### config.mk
export PLATFORM = sky130hd
export DESIGN_NAME = adc3wire_master
export DESIGN_NICKNAME = d
export VERILOG_FILES = /design/src/rtl/adc3wire_pkg.sv /design/src/rtl/adc3wire_engine.sv /design/src/rtl/adc3wire_master.sv
export SDC_FILE = /design/constraint.sdc
export NUM_CORES = 1
export LEC_CHECK = 0
export BUFFER_PORTS_ARGS = -buffer_cell sky130_fd_sc_hd__buf_4
export CAP_MARGIN = 20
export CORE_MARGIN = 4
export CORE_UTILIZATION = 56
export DETAILED_ROUTE_END_ITERATION = 10
export HOLD_SLACK_MARGIN = 0.1
export PLACE_DENSITY_LB_ADDON = 0.05
export SLEW_MARGIN = 25
export SYNTH_ARGS = -nofsm -noshare
export SYNTH_HDL_FRONTEND = slang
export SYNTH_SLANG_ARGS = --single-unit
### constraint.sdc
create_clock -name wb_clk_i -period 2.38 [get_ports wb_clk_i]
set_input_delay 0.238 -clock wb_clk_i [delete_from_list [all_inputs] [get_ports wb_clk_i]]
set_output_delay 0.238 -clock wb_clk_i [all_outputs]
set_load 0.05 [all_outputs]
### src/rtl/adc3wire_pkg.sv
// rtl/adc3wire_pkg.sv - shared types and sizing helpers for the 3-wire ADC configuration engine
//
// Contents:
//   state_t      per-channel sequencer state
//   frame_width  total serial frame length (preamble + address + data)
//   cnt_width    counter width able to hold values 0..n-1 (never below 1)
package adc3wire_pkg;

    typedef enum logic [1:0] {
        IDLE  = 2'd0,
        LEAD  = 2'd1,
        SHIFT = 2'd2,
        TRAIL = 2'd3
    } state_t;

    function automatic int frame_width(input int preamble_w, input int addr_w, input int data_w);
        return preamble_w + addr_w + data_w;
    endfunction

    function automatic int cnt_width(input int n);
        return (n <= 2) ? 1 : $clog2(n);
    endfunction

endpackage

### src/rtl/adc3wire_engine.sv
// rtl/adc3wire_engine.sv - one channel of the 3-wire serial configuration engine
//
// Ports:
//   wb_clk_i, wb_rst_ni          clock and synchronous active-low reset
//   cfg_valid_i / cfg_ready_o    request handshake (ready = engine idle)
//   cfg_read_i, cfg_addr_i,
//   cfg_data_i                   request fields, latched at acceptance
//   rd_valid_o                   one-cycle completion pulse (read or write)
//   rd_data_o                    last readback word, held until the next read completes
//   busy_o                       engine not idle
//   sclk_o, sdata_o, sdata_oe_o,
//   sdata_i, strobe_n_o          serial pins
module adc3wire_engine
    import adc3wire_pkg::*;
#(
    parameter int                    ADDR_W       = 4,
    parameter int                    DATA_W       = 16,
    parameter int                    PREAMBLE_W   = 12,
    parameter logic [PREAMBLE_W-1:0] PREAMBLE_VAL = 12'h001,
    parameter int                    CLK_DIV      = 8
) (
    input  logic              wb_clk_i,
    input  logic              wb_rst_ni,
    input  logic              cfg_valid_i,
    output logic              cfg_ready_o,
    input  logic              cfg_read_i,
    input  logic [ADDR_W-1:0] cfg_addr_i,
    input  logic [DATA_W-1:0] cfg_data_i,
    output logic              rd_valid_o,
    output logic [DATA_W-1:0] rd_data_o,
    output logic              busy_o,
    output logic              sclk_o,
    output logic              sdata_o,
    output logic              sdata_oe_o,
    input  logic              sdata_i,
    output logic              strobe_n_o
);

    localparam int FRAME_W = frame_width(PREAMBLE_W, ADDR_W, DATA_W);
    localparam int PC_W    = cnt_width(2 * CLK_DIV);
    localparam int BC_W    = cnt_width(FRAME_W + 1);

    localparam logic [PC_W-1:0] PC_LAST = PC_W'(2 * CLK_DIV - 1);
    localparam logic [PC_W-1:0] PC_HIGH = PC_W'(CLK_DIV);
    localparam logic [BC_W-1:0] BC_LAST = BC_W'(FRAME_W - 1);
    localparam logic [BC_W-1:0] BC_DATA = BC_W'(PREAMBLE_W + ADDR_W);

    state_t               state_q;
    state_t               state_d;
    logic [PC_W-1:0]      pc_q;
    logic [BC_W-1:0]      bc_q;
    logic [FRAME_W-1:0]   shreg_q;
    logic                 rd_flag_q;
    logic [DATA_W-1:0]    rx_q;
    logic                 rd_valid_q;
    logic [DATA_W-1:0]    rd_data_q;

    logic                 pc_term;
    logic                 data_phase;
    logic [PC_W-1:0]      pc_next;
    logic [PREAMBLE_W-1:0] preamble;
    logic [FRAME_W-1:0]   frame;

    assign pc_term    = (pc_q == PC_LAST);
    assign pc_next    = pc_term ? '0 : pc_q + PC_W'(1);
    assign data_phase = (bc_q >= BC_DATA);

    // The top preamble bit carries the read flag; the rest comes from PREAMBLE_VAL.
    always_comb begin
        preamble                 = PREAMBLE_VAL;
        preamble[PREAMBLE_W-1]   = cfg_read_i;
        frame                    = {preamble, cfg_addr_i, cfg_data_i};
    end

    always_comb begin
        state_d     = state_q;
        cfg_ready_o = 1'b0;
        busy_o      = 1'b1;
        sclk_o      = 1'b0;
        sdata_oe_o  = 1'b0;
        strobe_n_o  = 1'b1;
        case (state_q)
            IDLE: begin
                cfg_ready_o = 1'b1;
                busy_o      = 1'b0;
                if (cfg_valid_i) begin
                    state_d = LEAD;
                end
            end
            LEAD: begin
                sdata_oe_o = 1'b1;
                if (pc_term) begin
                    state_d = SHIFT;
                end
            end
            SHIFT: begin
                strobe_n_o = 1'b0;
                sclk_o     = (pc_q >= PC_HIGH);
                // Reads turn the pin around for the data field so the ADC can drive it.
                sdata_oe_o = !(rd_flag_q && data_phase);
                if (pc_term && (bc_q == BC_LAST)) begin
                    state_d = TRAIL;
                end
            end
            TRAIL: begin
                if (pc_term) begin
                    state_d = IDLE;
                end
            end
            default: begin
                state_d = IDLE;
            end
        endcase
    end

    // The shift register only moves at the end of a bit period, so sdata_o
    // changes exactly when pc returns to 0.
    assign sdata_o    = sdata_oe_o & shreg_q[FRAME_W-1];
    assign rd_valid_o = rd_valid_q;
    assign rd_data_o  = rd_data_q;

    always_ff @(posedge wb_clk_i) begin
        if (!wb_rst_ni) begin
            state_q    <= IDLE;
            pc_q       <= '0;
            bc_q       <= '0;
            shreg_q    <= '0;
            rd_flag_q  <= 1'b0;
            rx_q       <= '0;
            rd_valid_q <= 1'b0;
            rd_data_q  <= '0;
        end else begin
            state_q    <= state_d;
            rd_valid_q <= 1'b0;
            case (state_q)
                IDLE: begin
                    if (cfg_valid_i) begin
                        shreg_q   <= frame;
                        rd_flag_q <= cfg_read_i;
                        pc_q      <= '0;
                        bc_q      <= '0;
                        rx_q      <= '0;
                    end
                end
                LEAD: begin
                    pc_q <= pc_next;
                end
                SHIFT: begin
                    pc_q <= pc_next;
                    // Sample on the first high cycle of sclk.
                    if (rd_flag_q && data_phase && (pc_q == PC_HIGH)) begin
                        rx_q <= {rx_q[DATA_W-2:0], sdata_i};
                    end
                    if (pc_term && (bc_q != BC_LAST)) begin
                        bc_q    <= bc_q + BC_W'(1);
                        shreg_q <= shreg_q << 1;
                    end
                end
                TRAIL: begin
                    pc_q <= pc_next;
                    if (pc_term) begin
                        rd_valid_q <= 1'b1;
                        if (rd_flag_q) begin
                            rd_data_q <= rx_q;
                        end
                    end
                end
                default: begin
                    pc_q <= '0;
                end
            endcase
        end
    end

endmodule

### src/rtl/adc3wire_master.sv
// rtl/adc3wire_master.sv - N-channel 3-wire serial configuration master for ADC control registers
//
// Ports (all per-channel buses are flattened, channel c at [c*W +: W]):
//   wb_clk_i, wb_rst_ni          clock and synchronous active-low reset
//   cfg_valid_i / cfg_ready_o    per-channel request handshake
//   cfg_read_i, cfg_addr_i,
//   cfg_data_i                   per-channel request fields
//   rd_valid_o, rd_data_o        completion pulse and held readback word
//   busy_o                       channel not idle
//   sclk_o, sdata_o, sdata_oe_o,
//   sdata_i, strobe_n_o          serial pins towards the ADC IOBs
module adc3wire_master #(
    parameter int                    NUM_CH       = 2,
    parameter int                    ADDR_W       = 4,
    parameter int                    DATA_W       = 16,
    parameter int                    PREAMBLE_W   = 12,
    parameter logic [PREAMBLE_W-1:0] PREAMBLE_VAL = 12'h001,
    parameter int                    CLK_DIV      = 8
) (
    input  logic                     wb_clk_i,
    input  logic                     wb_rst_ni,
    input  logic [NUM_CH-1:0]        cfg_valid_i,
    output logic [NUM_CH-1:0]        cfg_ready_o,
    input  logic [NUM_CH-1:0]        cfg_read_i,
    input  logic [NUM_CH*ADDR_W-1:0] cfg_addr_i,
    input  logic [NUM_CH*DATA_W-1:0] cfg_data_i,
    output logic [NUM_CH-1:0]        rd_valid_o,
    output logic [NUM_CH*DATA_W-1:0] rd_data_o,
    output logic [NUM_CH-1:0]        busy_o,
    output logic [NUM_CH-1:0]        sclk_o,
    output logic [NUM_CH-1:0]        sdata_o,
    output logic [NUM_CH-1:0]        sdata_oe_o,
    input  logic [NUM_CH-1:0]        sdata_i,
    output logic [NUM_CH-1:0]        strobe_n_o
);

    for (genvar c = 0; c < NUM_CH; c++) begin : g_ch
        adc3wire_engine #(
            .ADDR_W       (ADDR_W),
            .DATA_W       (DATA_W),
            .PREAMBLE_W   (PREAMBLE_W),
            .PREAMBLE_VAL (PREAMBLE_VAL),
            .CLK_DIV      (CLK_DIV)
        ) u_engine (
            .wb_clk_i    (wb_clk_i),
            .wb_rst_ni   (wb_rst_ni),
            .cfg_valid_i (cfg_valid_i[c]),
            .cfg_ready_o (cfg_ready_o[c]),
            .cfg_read_i  (cfg_read_i[c]),
            .cfg_addr_i  (cfg_addr_i[c*ADDR_W +: ADDR_W]),
            .cfg_data_i  (cfg_data_i[c*DATA_W +: DATA_W]),
            .rd_valid_o  (rd_valid_o[c]),
            .rd_data_o   (rd_data_o[c*DATA_W +: DATA_W]),
            .busy_o      (busy_o[c]),
            .sclk_o      (sclk_o[c]),
            .sdata_o     (sdata_o[c]),
            .sdata_oe_o  (sdata_oe_o[c]),
            .sdata_i     (sdata_i[c]),
            .strobe_n_o  (strobe_n_o[c])
        );
    end

endmodule

==> results of run 1 <==
[worst max path at each step]
stage / start / endpoint / cells past startpoint
after floorplan: g_ch[0].u_engine.state_q[0] / g_ch[0].u_engine.shreg_q[11] / 8
after global placement: g_ch[1].u_engine.bc_q[0] / g_ch[1].u_engine.shreg_q[2] / 5
after detailed placement: g_ch[1].u_engine.bc_q[0] / g_ch[1].u_engine.shreg_q[1] / 5
after CTS: g_ch[1].u_engine.state_q[0] / sdata_o[1] / 7
after global routing: g_ch[1].u_engine.state_q[0] / sdata_o[1] / 7
final: g_ch[1].u_engine.state_q[0] / sdata_o[1] / 7
[cells by family (layout without fill, tap and decap cells)]
group	Yosys count	in the layout	synth area share (%)
and+or+nand+nor	304	304	20.4
muxes	85	85	12.0
DFF	156	156	44.0
buffers and inverters	92	163	6.52
AOI/OAI and AO/OA	138	139	14.3
adders and majority gates	16	16	2.82
[layer usage]
metal / global-route usage, % / up-vias
li1: - / 2933
met1: 27.4 / 2789
met2: 35.9 / 103
met3: 4.77 / 17
met4: 8.36 / 0
met5: 0 / -
[final cells by class]
class                           instances  area, um2  share of cell area (%)
Clock buffer                           20        447                    5.28
Timing Repair Buffer                  117        926                    10.9
Tap cell                              168        210                    2.49
Inverter                               14       53.8                   0.636
Sequential cell                       156       3120                    36.9
Clock inverter                         12        146                    1.73
Multi-Input combinational cell        544       3550                    42.0
[cells in the mapped netlist, drive strengths merged]
cell / n
inv: 14
o221a: 2
nor3: 24
nor4b: 2
and2: 5
mux2i: 84
nor3b: 2
o31ai: 22
and3: 10
mux2: 1
a41oi: 1
nand2b: 4
nor2: 13
o31a: 2
nand4b: 2
nand3: 62
o22ai: 10
or3: 3
nand3b: 5
a31oi: 4
nor2b: 4
buf: 42
or4: 1
a311oi: 3
o2111ai: 1
nor4: 3
nand4: 26
a22oi: 1
dfxtp: 156
ha: 16
o221ai: 2
o21a: 2
a211oi: 21
clkbuf: 36
o311ai: 1
a21oi: 47
o2111a: 2
nand2: 138
o21ai: 17
[where the power goes]
group | switching [mW] | internal, mW
Combinational | 2.04 | 1.28
Clock | 1.04 | 1.67
Sequential | 0.211 | 2.95
Total | 3.29 | 5.89
[state kept, by name (all words and copies together) (netlist names)]
name                      cells
g_ch.u_engine.bc_q           12
g_ch.u_engine.pc_q            8
g_ch.u_engine.rd_data_o      32
g_ch.u_engine.rd_flag_q       2
g_ch.u_engine.rd_valid_o      2
g_ch.u_engine.rx_q           32
g_ch.u_engine.shreg_q        64
g_ch.u_engine.state_q         4
[layout by cell type (no fill, tap or decap), types with 3 or more instances in the layout]
cell | synthesis | layout
dlygate4sd3_1 | 0 | 4
o22ai_1 | 10 | 10
nand2b_1 | 4 | 4
buf_12 | 0 | 3
nand3b_1 | 5 | 5
mux2i_1 | 84 | 84
a21oi_1 | 47 | 47
o21ai_0 | 11 | 11
clkinv_2 | 0 | 6
nand2_2 | 3 | 3
nand4_1 | 26 | 26
nor3_1 | 24 | 23
nor4_1 | 3 | 3
a211oi_1 | 21 | 21
inv_1 | 13 | 12
dfxtp_1 | 156 | 156
buf_4 | 21 | 110
nor2_1 | 13 | 13
nor2b_1 | 4 | 4
o31ai_2 | 18 | 18
a31oi_1 | 4 | 4
clkbuf_16 | 0 | 17
clkinvlp_4 | 0 | 3
bufinv_16 | 0 | 3
and2_1 | 4 | 4
o21ai_1 | 5 | 5
and3_1 | 10 | 10
nand3_1 | 62 | 62
or3_1 | 3 | 3
ha_1 | 16 | 14
nand2_1 | 135 | 135
a311oi_1 | 3 | 3
o31ai_1 | 4 | 4
[per-stage QoR]
| stage | hold slack, ns | cell area [um2] | total power, mW | utilization (%) | instances |
|---|---|---|---|---|---|
| final | 0.115 | 8460 | 9.18 | 69.3 | 1031 |
| after global routing | 0.118 | 8460 | 9.66 | 69.3 | 1031 |
| after CTS | 0.108 | 8430 | 9.20 | 69.0 | 1030 |
| after detailed placement | 0.448 | 7790 | 6.48 | 63.8 | 994 |
| after global placement | 0.442 | 7790 | 6.38 | 63.8 | 994 |
| after floorplan | 0.382 | 7100 | 5.89 | - | 791 |
[worst register-to-register path: stages, from the launching register on]
cell and delay, ns:
dfxtp_1 0.38, ha_1 0.22, nand3_1 0.21, o311ai_4 0.62
and2_4 0.49, o31ai_1 0.13
[timing repair]
action | 4_1_cts | 5_1_grt
pin swaps | 0 | 1
endpoints found under the hold margin | 4 | 0
hold buffers | 4 | 0
gates resized for setup | 1 | 2
gates cloned | 0 | 1
setup endpoints to repair | 1 | 2
==> results_dict.tcl, run 1 <==
set metrics [dict create \
    grt_pass1_wl_mm 26.1 \
    endpoint_kind "output pin" \
    slowest_delay_ns 0.34 \
    rows 40 \
    die_h_um 121 \
    finalClockSkew_ns 0.00667 \
    io_buffers 93 \
    period_minus_slack_ns 2.23 \
    netlist_top_cells_area "dfxtp_1, mux2i_1, nand2_1, nand3_1, a21oi_1" \
    worst_slew_pin_slew_ns 0.843 \
    powerDensity_mw_per_mm2 1090 \
    required_ns 2.14 \
    yosysWarnings 0 \
    syn_nets 855 \
    ys_ff_latch 156 \
    setup.worst_path.class "flop to output pin" \
    cts_tree "built" \
    cp_num_buf_inv 3 \
    post_cts_buffers 0 \
    timing.rr.start "g_ch[1].u_engine.bc_q[0]" \
    first_pass_iters 5 \
    gp_congestion 0.769 \
    clk_pin_slew_ns 0.06 \
    synth_cell_type_count 48 \
    numCtsBuffers 17 \
    timing.fmax_ghz 0.449 \
    final_max_slew_viol_count 0 \
    rsz0062_at_grt "no" \
    post_drt_wl_per_cell_um 15.0 \
    core_area_mm2 0.0122 \
    grt_max_degree 140 \
    numClockSinks 156 \
    fin_nets 914 \
    synth_top_area_cell "dfxtp_1" \
    syn-instance-count 791 \
    cp_max_fo 39 \
    synthesis.area_mm2 0.00710 \
    drt-met1-wl_mm 7.02 \
    drt_iter0_markers 476 \
    wl_met3_um 537 \
    slowest_stage "dfxtp_1" \
    wirelength_mm 15.4 \
    dp_hpwl_mm 10.1 \
    clk_path_buf_depth 2 \
    area_growth_pct 19.1 \
    vias 5842 \
    ir_worst_vdd_mv 0.628 \
    hold_path_end "g_ch[1].u_engine.rd_flag_q" \
    root_buffer "clkbuf_16" \
    layout_setup_ws_ns 0.151 \
    drv_cap 0 \
    route.detailed.drc 0 \
    insertion_delay_ns 0.42 \
    die_w_um 121 \
    timing.rr.end "g_ch[1].u_engine.shreg_q[1]" \
    min_path_cells 3 \
    fillers 1001 \
    start_kind "flop" \
    cp.arrival_ns 1.99 \
    r2r_cells 5 \
    yosysTopAreaCellShare_pct 44.0 \
    start_util_pct 58.2 \
    power.leakage_nw 3.18 \
    grt_pass1_vias 5549 \
    grt_overflow_total 0 \
    slew_headroom_pct 43.7 \
    wl_met2_mm 7.61 \
    cp_top_family "buffers and inverters" \
    synth_area_per_cell_um2 8.98 \
    top_layer "met4" \
    finalSetupViolCount 0 \
    via_per_inst 5.67 \
    post-route-period-util_pct 93.6 \
    io_pins 94 \
    grt_use_total_pct 21.6 \
    finalSetupTns_ns 0 \
    status "finished, final reports clean" \
    reg2reg_slack_ns 0.22 \
    crit_chain "inv_1, ha_2, buf_12, a21oi_1, nor2b_1, and2_1, buf_4" \
    worstHoldStart "cfg_valid_i[1]" \
    cts_htree_levels 4 \
    final_hold_viol_count 0 \
    ant_nets 0 \
    ys_seq_area_share_pct 44.0 \
    post-place-ws_ns 0.188 \
    antenna_cells 0 \
    drive_above_1_share_pct 20.6 \
    dieArea_mm2 0.0146 \
    antenna_found_initial 0 \
    min_path_type "primary input to flop" \
]
Power figures use the tool's default switching activity.
==> run 2, diff against run 1 <==
--- a/config.mk
+++ b/config.mk
@@ -7,9 +7,11 @@
 export LEC_CHECK = 0
 export BUFFER_PORTS_ARGS = -buffer_cell sky130_fd_sc_hd__buf_4
 export CAP_MARGIN = 20
+export CORE_ASPECT_RATIO = 0.6
 export CORE_MARGIN = 4
 export CORE_UTILIZATION = 56
 export DETAILED_ROUTE_END_ITERATION = 10
+export GPL_ROUTABILITY_DRIVEN = 1
 export HOLD_SLACK_MARGIN = 0.1
 export PLACE_DENSITY_LB_ADDON = 0.05
 export SLEW_MARGIN = 25
==> constraint.sdc (replaced) <==
create_clock -name wb_clk_i -period 2.38 [get_ports wb_clk_i]
set_input_delay 0.476 -clock wb_clk_i [delete_from_list [all_inputs] [get_ports wb_clk_i]]
set_output_delay 0.476 -clock wb_clk_i [all_outputs]
set_load 0.05 [all_outputs]
==> run 2 against run 1 <==
  * Via count decreased by 0.53%
  * Combinational power increased by 3%
  * Worst hold slack better by 0.22 ns
  * Cell count decreased by 0.58%
  * Sequential cell count unchanged
  * Register-to-register slack worse by 0.07 ns
  * Critical endpoint unchanged
==> results_dict.tcl, run 2 (same netlist as run 1, synthesis figures left out) <==
set metrics [dict create \
    insertion_delay_ns 0.42 \
    drt-met1-wl_mm 7.69 \
    vias 5811 \
    rsz0062_at_grt "no" \
    drive_above_1_share_pct 21.2 \
    clk_pin_slew_ns 0.07 \
    first_pass_iters 5 \
    die_w_um 153 \
    timing.rr.start "g_ch[1].u_engine.bc_q[0]" \
    io_pins 94 \
    core_area_mm2 0.0122 \
    grt_max_degree 140 \
    min_path_cells 3 \
    worst_slew_pin_slew_ns 0.726 \
    worst_hold_slack_ns 0.330 \
    grt_overflow_total 0 \
    via_per_inst 5.67 \
    cp_max_fo 4 \
    clk_path_buf_depth 2 \
    status "finished, final reports clean" \
    numClockSinks 156 \
    endpoint_kind "output pin" \
    wl_met2_mm 6.89 \
    numCtsBuffers 17 \
    post_cts_buffers 0 \
    cp.arrival_ns 1.82 \
    drt_iter0_markers 357 \
    postCtsHoldBufs 0 \
    grt_pass1_vias 5574 \
    powerDensity_mw_per_mm2 1090 \
    wl_met3_um 863 \
    dp_hpwl_mm 10.2 \
    antenna_found_initial 0 \
    final_max_slew_viol_count 0 \
    period_minus_slack_ns 2.30 \
    dieArea_mm2 0.0146 \
    rows 31 \
    power.leakage_nw 3.14 \
    top_layer "met4" \
    cts_tree "built" \
    required_ns 1.90 \
    finalSetupViolCount 0 \
    grt_use_total_pct 21.5 \
    largest_register_ff_count 64 \
    drv_cap 0 \
    slew_headroom_pct 51.5 \
    start_util_pct 58.1 \
    hold_path_end "g_ch[1].u_engine.rx_q[0]" \
    timing.fmax_ghz 0.435 \
    post-route-period-util_pct 96.6 \
    final_common_cell "dfxtp_1" \
    cts_htree_levels 4 \
    gp_congestion 0.798 \
    start_kind "flop" \
    r2r_cells 5 \
    timing.rr.end "g_ch[1].u_engine.bc_q[1]" \
    grt_pass1_wl_mm 26.1 \
    root_buffer "clkbuf_16" \
    post_drt_wl_per_cell_um 15.2 \
    antenna_cells 0 \
    min_path_type "primary input to flop" \
    area_growth_pct 17.9 \
    fin_nets 911 \
    die_h_um 95.2 \
    finalSetupTns_ns 0 \
    final_hold_viol_count 0 \
    wirelength_mm 15.6 \
    setup.worst_path.class "flop to output pin" \
    route.detailed.drc 0 \
    ant_nets 0 \
    mostFrequentLayoutCells "dfxtp_1, nand2_1, buf_4" \
    io_buffers 93 \
    worstHoldStart "sdata_i[1]" \
    top_register "g_ch.u_engine.shreg_q" \
    ir_worst_vdd_mv 0.557 \
    reg2reg_slack_ns 0.15 \
    finalClockSkew_ns 0.00971 \
]
## run 2: changes by cell type in the layout (fill, tap and decap cells not counted), sizes merged
cell / before / now
buf: 113 / 115
bufinv: 3 / 0
clkbuf: 20 / 18
clkinv: 7 / 3
clkinvlp: 3 / 6
dlygate4sd3: 4 / 0
inv: 13 / 19
o311ai: 2 / 1
## run 2: critical path, stage by stage, from the launching register on
cell and delay [ns]:
dfxtp_1 0.40, inv_1 0.11, ha_1 0.32, nor2b_2 0.23
and2_1 0.16, buf_4 0.19
## run 2: area by class of cell
class | instances | area [um2]
well taps | 165 | 206
fillers | 980 | 3840
multi-input cells | 543 | 3550
repair buffers | 115 | 892
clock inverters | 14 | 111
flip-flops and latches | 156 | 3120
clock buffers | 18 | 439
inverters | 14 | 53.8
## run 2: per-layer routing
layer  vias up  track usage, %
li1       2926               -
met1      2717            29.3
met2       149            34.1
met3        19            4.99
met4         0            7.20
met5         -               0
## run 2: worst max path at each step
stage,from,end
3_5_place_dp,g_ch[1].u_engine.bc_q[0],g_ch[1].u_engine.bc_q[1]
4_1_cts,g_ch[0].u_engine.state_q[0],sclk_o[0]
2_1_floorplan,g_ch[0].u_engine.state_q[0],sclk_o[0]
5_1_grt,g_ch[1].u_engine.state_q[0],sdata_o[1]
6_report,g_ch[1].u_engine.state_q[0],sdata_o[1]
3_3_place_gp,g_ch[1].u_engine.bc_q[0],g_ch[1].u_engine.bc_q[1]
## run 2: stage by stage
stage | std cells | instance area [um2] | setup slack (ns) | util (%) | power (mW)
after floorplan | 791 | 7100 | 0.410 | - | 5.89
after global placement | 993 | 7800 | 0.342 | 63.8 | 6.45
after detailed placement | 993 | 7800 | 0.213 | 63.8 | 6.57
after CTS | 1025 | 8350 | 0.0631 | 68.4 | 9.11
after global routing | 1025 | 8370 | 0.00160 | 68.5 | 9.60
final | 1025 | 8370 | 0.0818 | 68.5 | 9.10
## run 2: timing repair
action | CTS | global route
setup endpoints to repair | 1 | 1
cloned | 0 | 0
gates resized for setup | 1 | 2
## run 2: power breakdown
group	total, mW	internal, mW	switching, mW
Clock	2.52	1.38	1.15
Combinational	3.42	1.33	2.09
Sequential	3.16	2.95	0.212
==> run 3, diff against run 2 <==
--- a/config.mk
+++ b/config.mk
@@ -6,14 +6,14 @@
 export NUM_CORES = 1
 export LEC_CHECK = 0
 export BUFFER_PORTS_ARGS = -buffer_cell sky130_fd_sc_hd__buf_4
-export CAP_MARGIN = 20
 export CORE_ASPECT_RATIO = 0.6
-export CORE_MARGIN = 4
+export CORE_MARGIN = 5
 export CORE_UTILIZATION = 56
 export DETAILED_ROUTE_END_ITERATION = 10
 export GPL_ROUTABILITY_DRIVEN = 1
 export HOLD_SLACK_MARGIN = 0.1
 export PLACE_DENSITY_LB_ADDON = 0.05
+export SETUP_SLACK_MARGIN = 0.15
 export SLEW_MARGIN = 25
 export SYNTH_ARGS = -nofsm -noshare
 export SYNTH_HDL_FRONTEND = slang
==> run 3 against run 2 <==
  * Design area up 0.99%
  * Die area is 3.4% higher
  * Utilization rose by 0.68 points
  * Sequential share of layout area decreased by 0.29 points
  * Register-to-register slack improved by 0.11 ns
  * Clock power is 9.1% higher
  * Wire length rose by 4.2%
  * Count of clock-buffer cells in the layout decreased by 1
  * Worst setup slack gained 0.10 ns
  * Total power grew 2.4%
  * Critical path type unchanged
==> results_dict.tcl, run 3 (same netlist as run 1, synthesis figures left out) <==
set metrics [dict create \
    p_sw_mw 3.48 \
    p_seq_share_pct 34.1 \
    cts_htree_levels 4 \
    placed_area_mm2 0.00778 \
    insertion_delay_ns 0.42 \
    timing.fmax_ghz 0.456 \
    utilization_pct 69.2 \
    slew_headroom_pct 31.0 \
    grt_max_degree 140 \
    core_area_mm2 0.0122 \
    numClockSinks 156 \
    busiest_layer "met1" \
    drt_iter0_markers 504 \
    power_mw 9.32 \
    top_register "g_ch.u_engine.shreg_q" \
    ant_nets 0 \
    first_pass_iters 4 \
    area_growth_pct 19.0 \
    fin_nets 912 \
    clk_path_buf_depth 2 \
    fillers 1009 \
    p_clk_share_pct 29.5 \
    mostFrequentLayoutCells "dfxtp_1, nand2_1, buf_4" \
    worstSetupEndpoint "sdata_o[0]" \
    cts_tree "built" \
    slowest_stage "dfxtp_1" \
    rsz0062_at_grt "yes" \
    multi_input_area_mm2 0.00358 \
    die_h_um 97.2 \
    grt_pass1_wl_mm 26.8 \
    final_hold_viol_count 0 \
    wirelength_mm 16.3 \
    reg2reg_slack_ns 0.26 \
    cp.arrival_ns 1.72 \
    sw_frac_of_total_pct 37.3 \
    cp_num_buf_inv 2 \
    antenna_found_initial 0 \
    slowest_delay_ns 0.38 \
    io_buffers 93 \
    power.leakage_nw 3.18 \
    grt_use_total_pct 21.0 \
    final_max_slew_viol_count 0 \
    clk_pin_slew_ns 0.07 \
    internal_power_mw 5.84 \
    min_path_type "primary input to flop" \
    finalClockSkew_ns 0.0129 \
    finalSetupViolCount 0 \
    drv_cap 0 \
    endpoint_kind "output pin" \
    stdcell_area_mm2 0.00846 \
    cp.depth 5 \
    io_pins 94 \
    gr-usage-met3_pct 4.94 \
    crit_chain "inv_1, ha_1, nor2b_1, and2_1, buf_4" \
    worst_hold_slack_ns 0.320 \
    ir_worst_vdd_mv 0.723 \
    period_minus_slack_ns 2.19 \
    use_met2_pct 30.6 \
    final_common_cell "dfxtp_1" \
    cp_max_fo 4 \
    dp_hpwl_mm 10.6 \
    dieArea_mm2 0.0151 \
    grt_pass1_vias 5478 \
    timing.rr.start "g_ch[0].u_engine.pc_q[0]" \
    seq_area_mm2 0.00313 \
    timing.rr.end "g_ch[0].u_engine.shreg_q[5]" \
    required_ns 1.90 \
    postCtsHoldBufs 0 \
    worst_slew_pin_slew_ns 1.03 \
    status "finished, final reports clean" \
    numCtsBuffers 17 \
    die_w_um 155 \
    gp_congestion 0.792 \
    drive_above_1_share_pct 21.8 \
    cp_top_family "flip-flops" \
    setup.worst_path.class "flop to output pin" \
    vias 5904 \
    via_per_inst 5.75 \
    crit_start "g_ch[0].u_engine.state_q[0]" \
    route.detailed.drc 0 \
    r2r_cells 5 \
    power_frac_comb_pct 36.5 \
    start_kind "flop" \
    root_buffer "clkbuf_16" \
    rows 31 \
    grt_overflow_total 0 \
    powerDensity_mw_per_mm2 1100 \
    use_met1_pct 31.0 \
    finalSetupTns_ns 0 \
    post_drt_wl_per_cell_um 15.9 \
    largest_register_ff_count 64 \
    start_util_pct 58.1 \
    post-route-period-util_pct 92.2 \
    antenna_cells 0 \
]
run 3: cell types whose count changed in the layout (fill, tap and decap cells not counted), sizes merged:
| cell | before | now |
|---|---|---|
| clkinvlp | 6 | 4 |
| o2111a | 2 | 3 |
| bufinv | 0 | 2 |
| inv | 19 | 20 |
| clkbuf | 18 | 17 |
run 3: timing repair:
item | in CTS | in global routing
resized for setup | 7 | 8
endpoints found under the hold margin | 0 | 0
setup endpoints to repair | 5 | 16
pin swaps | 0 | 2
gates cloned | 0 | 1
setup buffers | 1 | 0
run 3: worst min path at each step:
stage,start,to,slack [ns],cells after the start
2_1_floorplan,g_ch[0].u_engine.rx_q[15],g_ch[0].u_engine.rd_data_o[15],0.43,2
3_3_place_gp,g_ch[0].u_engine.rx_q[15],g_ch[0].u_engine.rd_data_o[15],0.44,2
3_5_place_dp,g_ch[1].u_engine.shreg_q[24],g_ch[1].u_engine.shreg_q[24],0.45,2
4_1_cts,cfg_read_i[0],g_ch[0].u_engine.rd_flag_q,0.31,3
5_1_grt,sdata_i[1],g_ch[1].u_engine.rx_q[0],0.36,3
6_report,cfg_read_i[0],g_ch[0].u_engine.rd_flag_q,0.32,3
run 3: area by class of cell:
type | count | share of cell area, %
inverter | 14 | 0.636
tap | 165 | 2.44
timing repair buffer | 115 | 10.5
multi-input combinational | 544 | 42.3
clock buffer | 17 | 5.03
clock inverter | 15 | 2.12
sequential | 156 | 37.0
run 3: stage by stage:
stage | std cells | setup WS (ns)
5_1_grt | 1026 | 0.0888
6_report | 1026 | 0.186
4_1_cts | 1025 | 0.158
3_5_place_dp | 992 | 0.327
3_3_place_gp | 992 | 0.400
2_1_floorplan | 791 | 0.410
run 3: power by group through the flow:
stage                     clock network (mW)  logic [mW]  registers (mW)
final                                   2.75        3.40            3.17
after global routing                    2.91        3.68            3.22
after floorplan                            0        2.74            3.15
after global placement                     0        3.21            3.19
after CTS                               2.79        3.36            3.16
after detailed placement                   0        3.29            3.21
run 3: per-layer routing:
layer  part of all wire [%]  vias to the layer above
li1                       -                     2938
met5                      0                        -
met4                    1.2                        0
met1                     48                     2780
met2                     44                      171
met3                    6.2                       15
run 3: worst reg2reg max path: cells and delay by family (launching register included):
family | cells | cell delay, ns
AO/OA/AOI/OAI | 2 | 0.83
adder cells (fa/ha/maj) | 1 | 0.22
flip-flops | 1 | 0.42
AND/OR/NAND/NOR | 2 | 0.57
